[config.mk]
export PLATFORM = sky130hd
export DESIGN_NAME = i2c_cmd_queue
export DESIGN_NICKNAME = d
export VERILOG_FILES = /design/src/rtl/i2c_cmd_queue.sv
export SDC_FILE = /design/constraint.sdc
export NUM_CORES = 1
export LEC_CHECK = 0
export CAP_MARGIN = 10
export CORE_ASPECT_RATIO = 0.9
export CORE_MARGIN = 2
export CORE_UTILIZATION = 46
export CTS_CLUSTER_DIAMETER = 200
export CTS_CLUSTER_SIZE = 12
export DETAILED_ROUTE_END_ITERATION = 7
export PLACE_DENSITY = 0.75
export SKIP_CTS_REPAIR_TIMING = 1
export SLEW_MARGIN = 0
export SYNTH_ARGS = -nofsm -noshare
export SYNTH_HDL_FRONTEND = slang
export SYNTH_SLANG_ARGS = --single-unit
[constraint.sdc]
create_clock -name clk -period 4.71 [get_ports clk]
set_input_delay 0.942 -clock clk [delete_from_list [all_inputs] [get_ports clk]]
set_output_delay 0.942 -clock clk [all_outputs]
set_load 0.005 [all_outputs]
[src/rtl/i2c_cmd_queue.sv]
// i2c_cmd_queue
//   Command/response queue in front of an I2C master core. Commands pushed
//   into a command FIFO are issued to the core one at a time through the
//   cmd/stb handshake; each WRITE/READ result is captured in a response FIFO.
//
// Ports
//   clk, rst_n           clock, asynchronous active-low reset
//   cq_wdata, cq_we      command entry {cmd[1:0], ack, data[7:0]} and push
//   cq_full              command FIFO full
//   rsp_rdata, rsp_re    response head {ack, data[7:0]} (0 when empty), pop
//   rsp_empty            response FIFO empty
//   flush                clear both FIFOs, drop any in-flight response
//   busy                 commands pending or a command in flight
//   overflow             sticky: push attempted on a full command FIFO
//   cmd, data_in, ack_in command fields held towards the core
//   stb                  one-cycle command strobe to the core
//   data_out, ack_out    result from the core
//   ready                core idle and able to accept stb
module i2c_cmd_queue #(
  parameter int CQ_LOG2 = 4,
  parameter int RQ_LOG2 = 4
) (
  input  logic        clk,
  input  logic        rst_n,
  input  logic [10:0] cq_wdata,
  input  logic        cq_we,
  output logic        cq_full,
  output logic [8:0]  rsp_rdata,
  input  logic        rsp_re,
  output logic        rsp_empty,
  input  logic        flush,
  output logic        busy,
  output logic        overflow,
  output logic [1:0]  cmd,
  output logic [7:0]  data_in,
  output logic        ack_in,
  output logic        stb,
  input  logic [7:0]  data_out,
  input  logic        ack_out,
  input  logic        ready
);

  localparam int CQ_N = 1 << CQ_LOG2;
  localparam int RQ_N = 1 << RQ_LOG2;
  localparam logic [CQ_LOG2:0] CQ_DEPTH = (CQ_LOG2+1)'(CQ_N);
  localparam logic [RQ_LOG2:0] RQ_DEPTH = (RQ_LOG2+1)'(RQ_N);

  typedef enum logic [1:0] {S_IDLE, S_ISSUE, S_SETTLE, S_WAIT} state_t;

  state_t state_q, state_d;

  logic [10:0]        cq_mem [CQ_N];
  logic [CQ_LOG2-1:0] cq_wptr, cq_rptr;
  logic [CQ_LOG2:0]   cq_count;
  logic               cq_empty, cq_push, cq_pop;
  logic [10:0]        cq_head;

  logic [8:0]         rq_mem [RQ_N];
  logic [RQ_LOG2-1:0] rq_wptr, rq_rptr;
  logic [RQ_LOG2:0]   rq_count;
  logic               rq_full, rq_push, rq_pop;

  logic               issue;
  logic               discard;

  assign cq_empty  = (cq_count == '0);
  assign cq_full   = (cq_count == CQ_DEPTH);
  assign cq_head   = cq_mem[cq_rptr];
  assign rsp_empty = (rq_count == '0);
  assign rq_full   = (rq_count == RQ_DEPTH);
  assign rsp_rdata = rsp_empty ? 9'd0 : rq_mem[rq_rptr];
  assign busy      = !cq_empty || (state_q != S_IDLE);

  // START/STOP (cmd[1]==0) produce no response, so only WRITE/READ need space.
  assign issue   = (state_q == S_IDLE) && !cq_empty && ready && !flush &&
                   (!cq_head[10] || !rq_full);
  assign cq_pop  = issue;
  // On a full FIFO a coincident pop frees the slot the push lands in.
  assign cq_push = cq_we && !flush && (!cq_full || cq_pop);

  assign rq_pop  = rsp_re && !rsp_empty && !flush;
  assign rq_push = (state_q == S_WAIT) && ready && cmd[1] && !discard && !flush &&
                   (!rq_full || rq_pop);

  // Command FIFO control
  always_ff @(posedge clk or negedge rst_n) begin
    if (!rst_n) begin
      cq_wptr  <= '0;
      cq_rptr  <= '0;
      cq_count <= '0;
      overflow <= 1'b0;
    end else if (flush) begin
      cq_wptr  <= '0;
      cq_rptr  <= '0;
      cq_count <= '0;
      overflow <= 1'b0;
    end else begin
      if (cq_push) cq_wptr <= cq_wptr + 1'b1;
      if (cq_pop)  cq_rptr <= cq_rptr + 1'b1;
      cq_count <= cq_count + {{CQ_LOG2{1'b0}}, cq_push} - {{CQ_LOG2{1'b0}}, cq_pop};
      if (cq_we && !cq_push) overflow <= 1'b1;
    end
  end

  always_ff @(posedge clk) begin
    if (cq_push) cq_mem[cq_wptr] <= cq_wdata;
  end

  // Response FIFO control
  always_ff @(posedge clk or negedge rst_n) begin
    if (!rst_n) begin
      rq_wptr  <= '0;
      rq_rptr  <= '0;
      rq_count <= '0;
    end else if (flush) begin
      rq_wptr  <= '0;
      rq_rptr  <= '0;
      rq_count <= '0;
    end else begin
      if (rq_push) rq_wptr <= rq_wptr + 1'b1;
      if (rq_pop)  rq_rptr <= rq_rptr + 1'b1;
      rq_count <= rq_count + {{RQ_LOG2{1'b0}}, rq_push} - {{RQ_LOG2{1'b0}}, rq_pop};
    end
  end

  always_ff @(posedge clk) begin
    if (rq_push) rq_mem[rq_wptr] <= {ack_out, data_out};
  end

  // Sequencer state and latched command fields
  always_ff @(posedge clk or negedge rst_n) begin
    if (!rst_n) begin
      state_q <= S_IDLE;
      cmd     <= 2'b00;
      data_in <= 8'd0;
      ack_in  <= 1'b0;
    end else begin
      state_q <= state_d;
      if (issue) begin
        cmd     <= cq_head[10:9];
        ack_in  <= cq_head[8];
        data_in <= cq_head[7:0];
      end
    end
  end

  // A flush while a command is on the core lets it finish but drops its result.
  always_ff @(posedge clk or negedge rst_n) begin
    if (!rst_n) begin
      discard <= 1'b0;
    end else if (state_q == S_WAIT && ready) begin
      discard <= 1'b0;
    end else if (flush && state_q != S_IDLE) begin
      discard <= 1'b1;
    end
  end

  always_comb begin
    state_d = state_q;
    stb     = 1'b0;
    unique case (state_q)
      S_IDLE:   if (issue) state_d = S_ISSUE;
      S_ISSUE: begin
        stb     = 1'b1;
        state_d = S_SETTLE;
      end
      // The core drops ready only in the cycle after stb, so skip one cycle.
      S_SETTLE: state_d = S_WAIT;
      S_WAIT:   if (ready) state_d = S_IDLE;
      default:  state_d = S_IDLE;
    endcase
  end

endmodule

==> results of run 1 <==
[stage by stage]
stage / hold slack, ps / std cells
floorplan: 473.6 / 799
CTS: 477.6 / 1322
global route: 508.2 / 1323
detailed placement: 464.5 / 1257
finish: 477.5 / 1323
global placement: 459.9 / 1257
[worst register-to-register path, cell delays in order (launching register included)]
cell and delay [ps]:
dfrtp_2 880, mux4_2 450, mux2_2 340, a22o_1 260, o21bai_4 290, and4bb_1 370, and2_1 670
[registers in the layout (all words and copies together) (netlist names), 4 cells and up]
signal / cells
rq_mem: 144
rq_wptr: 4
rq_rptr: 4
cq_wptr: 4
cq_count: 5
cq_mem: 176
data_in: 8
rq_count: 5
cq_rptr: 4
[cell usage after synthesis (all sizes together), types with 6 or more instances]
cell	instances	area, sq um
edfxtp	320	9609
mux4	62	1396
mux2i	52	533.0
dfrtp	41	1026
nand2	27	101.4
nor2	27	101.4
ha	26	325.3
inv	24	90.08
clkbuf	23	86.33
o221ai	18	157.7
a21oi	16	83.83
buf	16	102.6
o21ai	16	83.83
and2	13	81.33
mux2	13	146.4
nor3	11	55.05
a211oi	9	67.56
o22ai	9	56.30
nor2b	8	50.05
xnor2	8	70.07
nor4	6	43.79
xor2	6	52.55
[routing by layer]
metal	vias up	part of all wire, %
met5	-	0
li1	3351	-
met4	0	2.4
met2	274	47
met3	44	6.2
met1	3963	44
[cell families (layout without fill, tap and decap cells)]
group | after synthesis | after routing | share of synthesized area [%]
compound gates | 84 | 84 | 4.112
xor+xnor | 14 | 14 | 0.8309
fa+ha+maj | 28 | 28 | 2.476
buf+inv | 65 | 172 | 1.942
flops | 361 | 361 | 72.07
mux | 127 | 127 | 14.07
other cells | 0 | 1 | 0
simple gates | 120 | 120 | 4.502
[worst max path at each step]
stage / from / end / depth (start not counted)
after global routing: rq_rptr[1]$_DFFE_PN0P_ / rsp_rdata[1] / 6
after detailed placement: flush / cq_count[4]$_DFF_PN0_ / 13
after global placement: flush / cq_count[4]$_DFF_PN0_ / 13
after floorplan: flush / cq_count[4]$_DFF_PN0_ / 12
after CTS: rq_rptr[1]$_DFFE_PN0P_ / rsp_rdata[1] / 6
final: rq_rptr[1]$_DFFE_PN0P_ / rsp_rdata[1] / 6
[power by group through the flow]
| stage | logic [mW] | registers (mW) | clock network [mW] |
|---|---|---|---|
| after global routing | 1.64 | 3.83 | 2.76 |
| after floorplan | 1.04 | 3.76 | 0 |
| after detailed placement | 1.51 | 3.87 | 0 |
| final | 1.50 | 3.80 | 2.58 |
| after global placement | 1.50 | 3.87 | 0 |
| after CTS | 1.52 | 3.81 | 2.62 |
[area by class of cell]
type                            count  area (sq um)  area share, %
Antenna cell                        1         2.502        0.01478
Clock buffer                       62         998.5          5.898
Clock inverter                      3         36.28         0.2144
Inverter                           26         97.59         0.5765
Multi-Input combinational cell    373          3887          22.97
Sequential cell                   361         10640          62.88
Tap cell                          416         520.5          3.075
Timing Repair Buffer               81         740.7          4.376
==> flow_summary_export.csv, run 1 <==
group,metric,value,unit
setup_path,slowest_stage,"clkdlybuf4s50_1",
power,cellPowerDensity,465.9,nW/um^2
setup_path,cp_cell_sequence,"buf_4, nand2b_1, o221ai_1, nand2_1, a211oi_1, clkdlybuf4s50_1",
drt,drtPass1Iterations,5,
setup_path,cp.arrival,3210,ps
synth,async_reset_ff_share,11.36,%
synth,yosysWarnings,0,
power,internal_power,5.878,mW
grt,grt_pass1_vias,7677,
power,power_switching,2.009,mW
worst_hold_path,whs_endpoint,"data_in[3]$_DFFE_PN0P_",
worst_hold_path,min_path_type,"flop to flop",
clock_tree,clock_path_buffers,3,
cells_and_area,layout_common_cells,"320 x edfxtp_1, 62 x mux4_2, 51 x mux2i_1",
synth,synth_edf_count,320,
clock_tree,clk_latency,520,ps
sta,skew,24.98,ps
sta,hold_viol,0,
setup_path,end_kind,"output pin",
grt,grt_use_met1,28.38,%
clock_tree,cts.sink_count,361,
cells_and_area,final_common_cell,"edfxtp_1",
grt,grt.total_usage,18.70,%
sta,finalSetupTns,0,ps
setup_path,crit_required,3770,ps
cells_and_area,utilization,53.35,%
power,pwr-share-comb,19.0,%
synth,synth_seq_area_share,72.07,%
grt,grt_pass1_wl,46920,um
job,cap_violations,0,
cells_and_area,area_growth,14.71,%
setup_path,path_class,"flop to output pin",
floorplanning,dieArea,33530,sq um
placed_design,dpl_cell_area,15890,sq um
sta,maxSlewViolCount,0,
power,power_frac_clock,32.8,%
placed_design,portBuffers,50,
cells_and_area,finalNetCount,933,
sta,period_minus_slack,4149,ps
drt,wl,30250,um
cells_and_area,design_area,16930,sq um
synth,synth_nets,853,
clock_tree,cts_tree,"done",
grt,use_met2,27.84,%
placed_design,gp_congestion,0.7898,
grt,grt_overflow,0,
power,swShare,25.47,%
synth,synth_ff_type,"edfxtp_1",
drt,antenna_left,0,
setup_path,crit_family,"buffers and inverters",
synth,synthesis.instances,799,
grt,grt_max_degree,42,
drt,vias,7632,
drt,drc,0,
sta,tightestPinTransition,1059,ps
clock_tree,clk_pin_slew,60,ps
sta,finalSetupViolCount,0,
sta,slew_headroom,29.42,%
floorplanning,coreArea,31730,sq um
floorplanning,die_x,192.8,um
grt,use_met3,3.049,%
cells_and_area,drive_gt1_share,17.77,%
power,total_power,7.887,mW
setup_path,startpoint_type,"flop",
synth,netlist_area,14760,sq um
sta,grt_setup_unrepaired,"false",
setup_path,path_buf_inv,2,
drt,viasPerCell,5.769,
placed_design,dp_hpwl,18970,um
worst_hold_path,hold_depth,1,
setup_path,timing.rr.end,"cq_mem[9][1]$_DFFE_PP_",
drt,first_iter_violations,678,
placed_design,place_ws,803.2,ps
cells_and_area,fill_cells,2384,
outcome,outcome,"completed",
floorplanning,io_pins,51,
grt,antenna_found_initial,1,
power,p_leak,5.499,nW
clock_tree,h-tree-depth,2,
synth,synth_cell_types,56,
clock_tree,cts_made_buffers,36,
synth,synth_area_per_cell,18.47,sq um
sta,setup_ws,560.8,ps
setup_path,reg2reg_from,"cq_rptr[1]$_DFFE_PN0P_",
grt,busiest_layer,"met1",
clock_tree,cts_root_buffer,"clkbuf_16",
sta,fin_crit_sh,88.09,%
floorplanning,start_util,46.51,%
drt,wl_per_cell,22.87,um
sta,fmax,241.0,MHz
power,seqPwrFrac,48.2,%
synth,ys_ff_latch,361,
setup_path,r2r_slack,1060,ps
setup_path,max_stage_delay,580,ps
floorplanning,num_rows,62,
floorplanning,dieHeight,173.9,um
setup_path,r2r_cells,6,
setup_path,crit_path_max_fanout,18,
power,peakVddDrop,315.5,uV
worst_hold_path,hold_start,"data_in[3]$_DFFE_PN0P_",
Power figures use the tool's default switching activity.
==> run 2: changes to the inputs <==
--- a/config.mk
+++ b/config.mk
@@ -5,7 +5,7 @@
 export SDC_FILE = /design/constraint.sdc
 export NUM_CORES = 1
 export LEC_CHECK = 0
-export CAP_MARGIN = 10
+export CAP_MARGIN = 20
 export CORE_ASPECT_RATIO = 0.9
 export CORE_MARGIN = 2
 export CORE_UTILIZATION = 46
@@ -14,6 +14,7 @@
 export DETAILED_ROUTE_END_ITERATION = 7
 export PLACE_DENSITY = 0.75
 export SKIP_CTS_REPAIR_TIMING = 1
+export SKIP_LAST_GASP = 1
 export SLEW_MARGIN = 0
 export SYNTH_ARGS = -nofsm -noshare
 export SYNTH_HDL_FRONTEND = slang
==> run 2 against run 1 <==
Effect of this change:
- clock-buffer cell count stayed put
- register-to-register slack got worse by 30 ps
- sequential share of layout area fell by 0.074 points
- largest cell class unchanged
- final cell count about the same
- via count shrank 0.22%
- sequential cell count stayed put
- largest power group unchanged
- combinational power barely moved
==> flow_summary_export.csv, run 2 (same netlist as run 1, synthesis figures left out) <==
group,metric,value,unit
outcome,outcome,"completed",
clock_tree,clock_path_buffers,3,
clock_tree,cts_made_buffers,36,
sta,grt_setup_unrepaired,"false",
sta,slew_headroom,35.28,%
grt,grt_pass1_vias,7677,
sta,hold_viol,0,
drt,antenna_left,0,
placed_design,portBuffers,50,
cells_and_area,final_common_cell,"edfxtp_1",
drt,drtPass1Iterations,5,
placed_design,gp_congestion,0.7898,
grt,grt_overflow,0,
floorplanning,dieArea,33530,sq um
sta,holdWs,264.4,ps
placed_design,dp_hpwl,18970,um
setup_path,timing.rr.end,"cq_mem[9][1]$_DFFE_PP_",
cells_and_area,largest_reg_flops,176,
sta,period_minus_slack,4153,ps
drt,viasPerCell,5.752,
grt,grt.total_usage,18.70,%
sta,skew,25.12,ps
cells_and_area,top_register,"cq_mem",
worst_hold_path,min_path_type,"primary input to asynchronous set/reset pin",
grt,grt_pass1_wl,46920,um
grt,antenna_found_initial,1,
floorplanning,io_pins,51,
floorplanning,num_rows,62,
drt,drc,0,
sta,fin_crit_sh,88.17,%
setup_path,startpoint_type,"flop",
cells_and_area,drive_gt1_share,17.86,%
clock_tree,clk_pin_slew,60,ps
sta,tightestPinTransition,967.2,ps
clock_tree,cts.sink_count,361,
floorplanning,start_util,46.51,%
setup_path,r2r_cells,6,
cells_and_area,finalNetCount,934,
floorplanning,dieHeight,173.9,um
setup_path,path_class,"flop to output pin",
grt,use_met3,3.049,%
drt,first_iter_violations,648,
cells_and_area,fill_cells,2382,
drt,wl_per_cell,22.76,um
cells_and_area,design_area,16950,sq um
sta,finalSetupViolCount,0,
setup_path,r2r_slack,1030,ps
grt,busiest_layer,"met1",
drt,vias,7615,
setup_path,reg2reg_from,"cq_rptr[1]$_DFFE_PN0P_",
floorplanning,die_x,192.8,um
cells_and_area,utilization,53.42,%
placed_design,dpl_cell_area,15890,sq um
cells_and_area,largestRegisters,"cq_mem: 176 flops, rq_mem: 144 flops, data_in: 8 flops",
setup_path,crit_path_max_fanout,18,
power,peakVddDrop,314.6,uV
clock_tree,cts_root_buffer,"clkbuf_16",
sta,finalSetupTns,0,ps
grt,use_met2,27.84,%
power,cellPowerDensity,465.5,nW/um^2
floorplanning,coreArea,31730,sq um
clock_tree,clk_latency,520,ps
grt,grt_max_degree,42,
drt,wl,30130,um
sta,maxSlewViolCount,0,
setup_path,end_kind,"output pin",
setup_path,crit_required,3770,ps
clock_tree,cts_tree,"done",
job,cap_violations,0,
setup_path,cp.arrival,3210,ps
cells_and_area,layout_common_cells,"320 x edfxtp_1, 62 x mux4_2, 51 x mux2i_1",
sta,fmax,240.8,MHz
cells_and_area,area_growth,14.85,%
grt,grt_use_met1,28.38,%
power,p_leak,5.508,nW
clock_tree,h-tree-depth,2,
## run 2: cell count changes in the layout (fill, tap and decap cells not counted), sizes merged
cell / before / now
buf: 32 / 33
## run 2: final cells by class
type                            instances  area (sq um)  share of cell area [%]
Antenna cell                            1         2.502                 0.01477
Clock buffer                           62         998.5                   5.891
Clock inverter                          3         36.28                  0.2141
Inverter                               26         97.59                  0.5759
Multi-Input combinational cell        373          3887                   22.94
Sequential cell                       361         10640                   62.81
Tap cell                              416         520.5                   3.071
Timing Repair Buffer                   82         760.7                   4.489
## run 2: worst max path at each step
stage | startpoint | to | cells past startpoint
2_1_floorplan | flush | cq_count[4]$_DFF_PN0_ | 12
3_3_place_gp | flush | cq_count[4]$_DFF_PN0_ | 13
3_5_place_dp | flush | cq_count[4]$_DFF_PN0_ | 13
4_1_cts | rq_rptr[1]$_DFFE_PN0P_ | rsp_rdata[1] | 6
5_1_grt | rq_rptr[1]$_DFFE_PN0P_ | rsp_rdata[1] | 6
6_report | rq_rptr[1]$_DFFE_PN0P_ | rsp_rdata[2] | 6
## run 2: stage by stage
step / setup slack [ps] / std cells / power, mW
final: 557.1 / 1324 / 7.890
after global routing: 385.8 / 1324 / 8.235
after CTS: 497.9 / 1322 / 7.950
after detailed placement: 803.2 / 1257 / 5.384
after global placement: 863.6 / 1257 / 5.362
after floorplan: 1025 / 799 / 4.801
## run 2: where the power goes
part,internal [mW],switching (mW)
combinational,0.809,0.697
sequential,3.62,0.179
clock,1.45,1.13
## run 2: critical path: stages (launching register included)
cell             delay [ps]
dfrtp_1                 520
buf_4                   240
nand2b_1                470
o221ai_1                400
nand2_1                  90
a211oi_1                390
clkdlybuf4s50_1         580
## run 2: routing by layer
metal | part of all wire (%) | vias up
met4 | 2.4 | 0
met1 | 44 | 3930
met3 | 6.6 | 44
met2 | 47 | 281
met5 | 0 | -
li1 | - | 3360
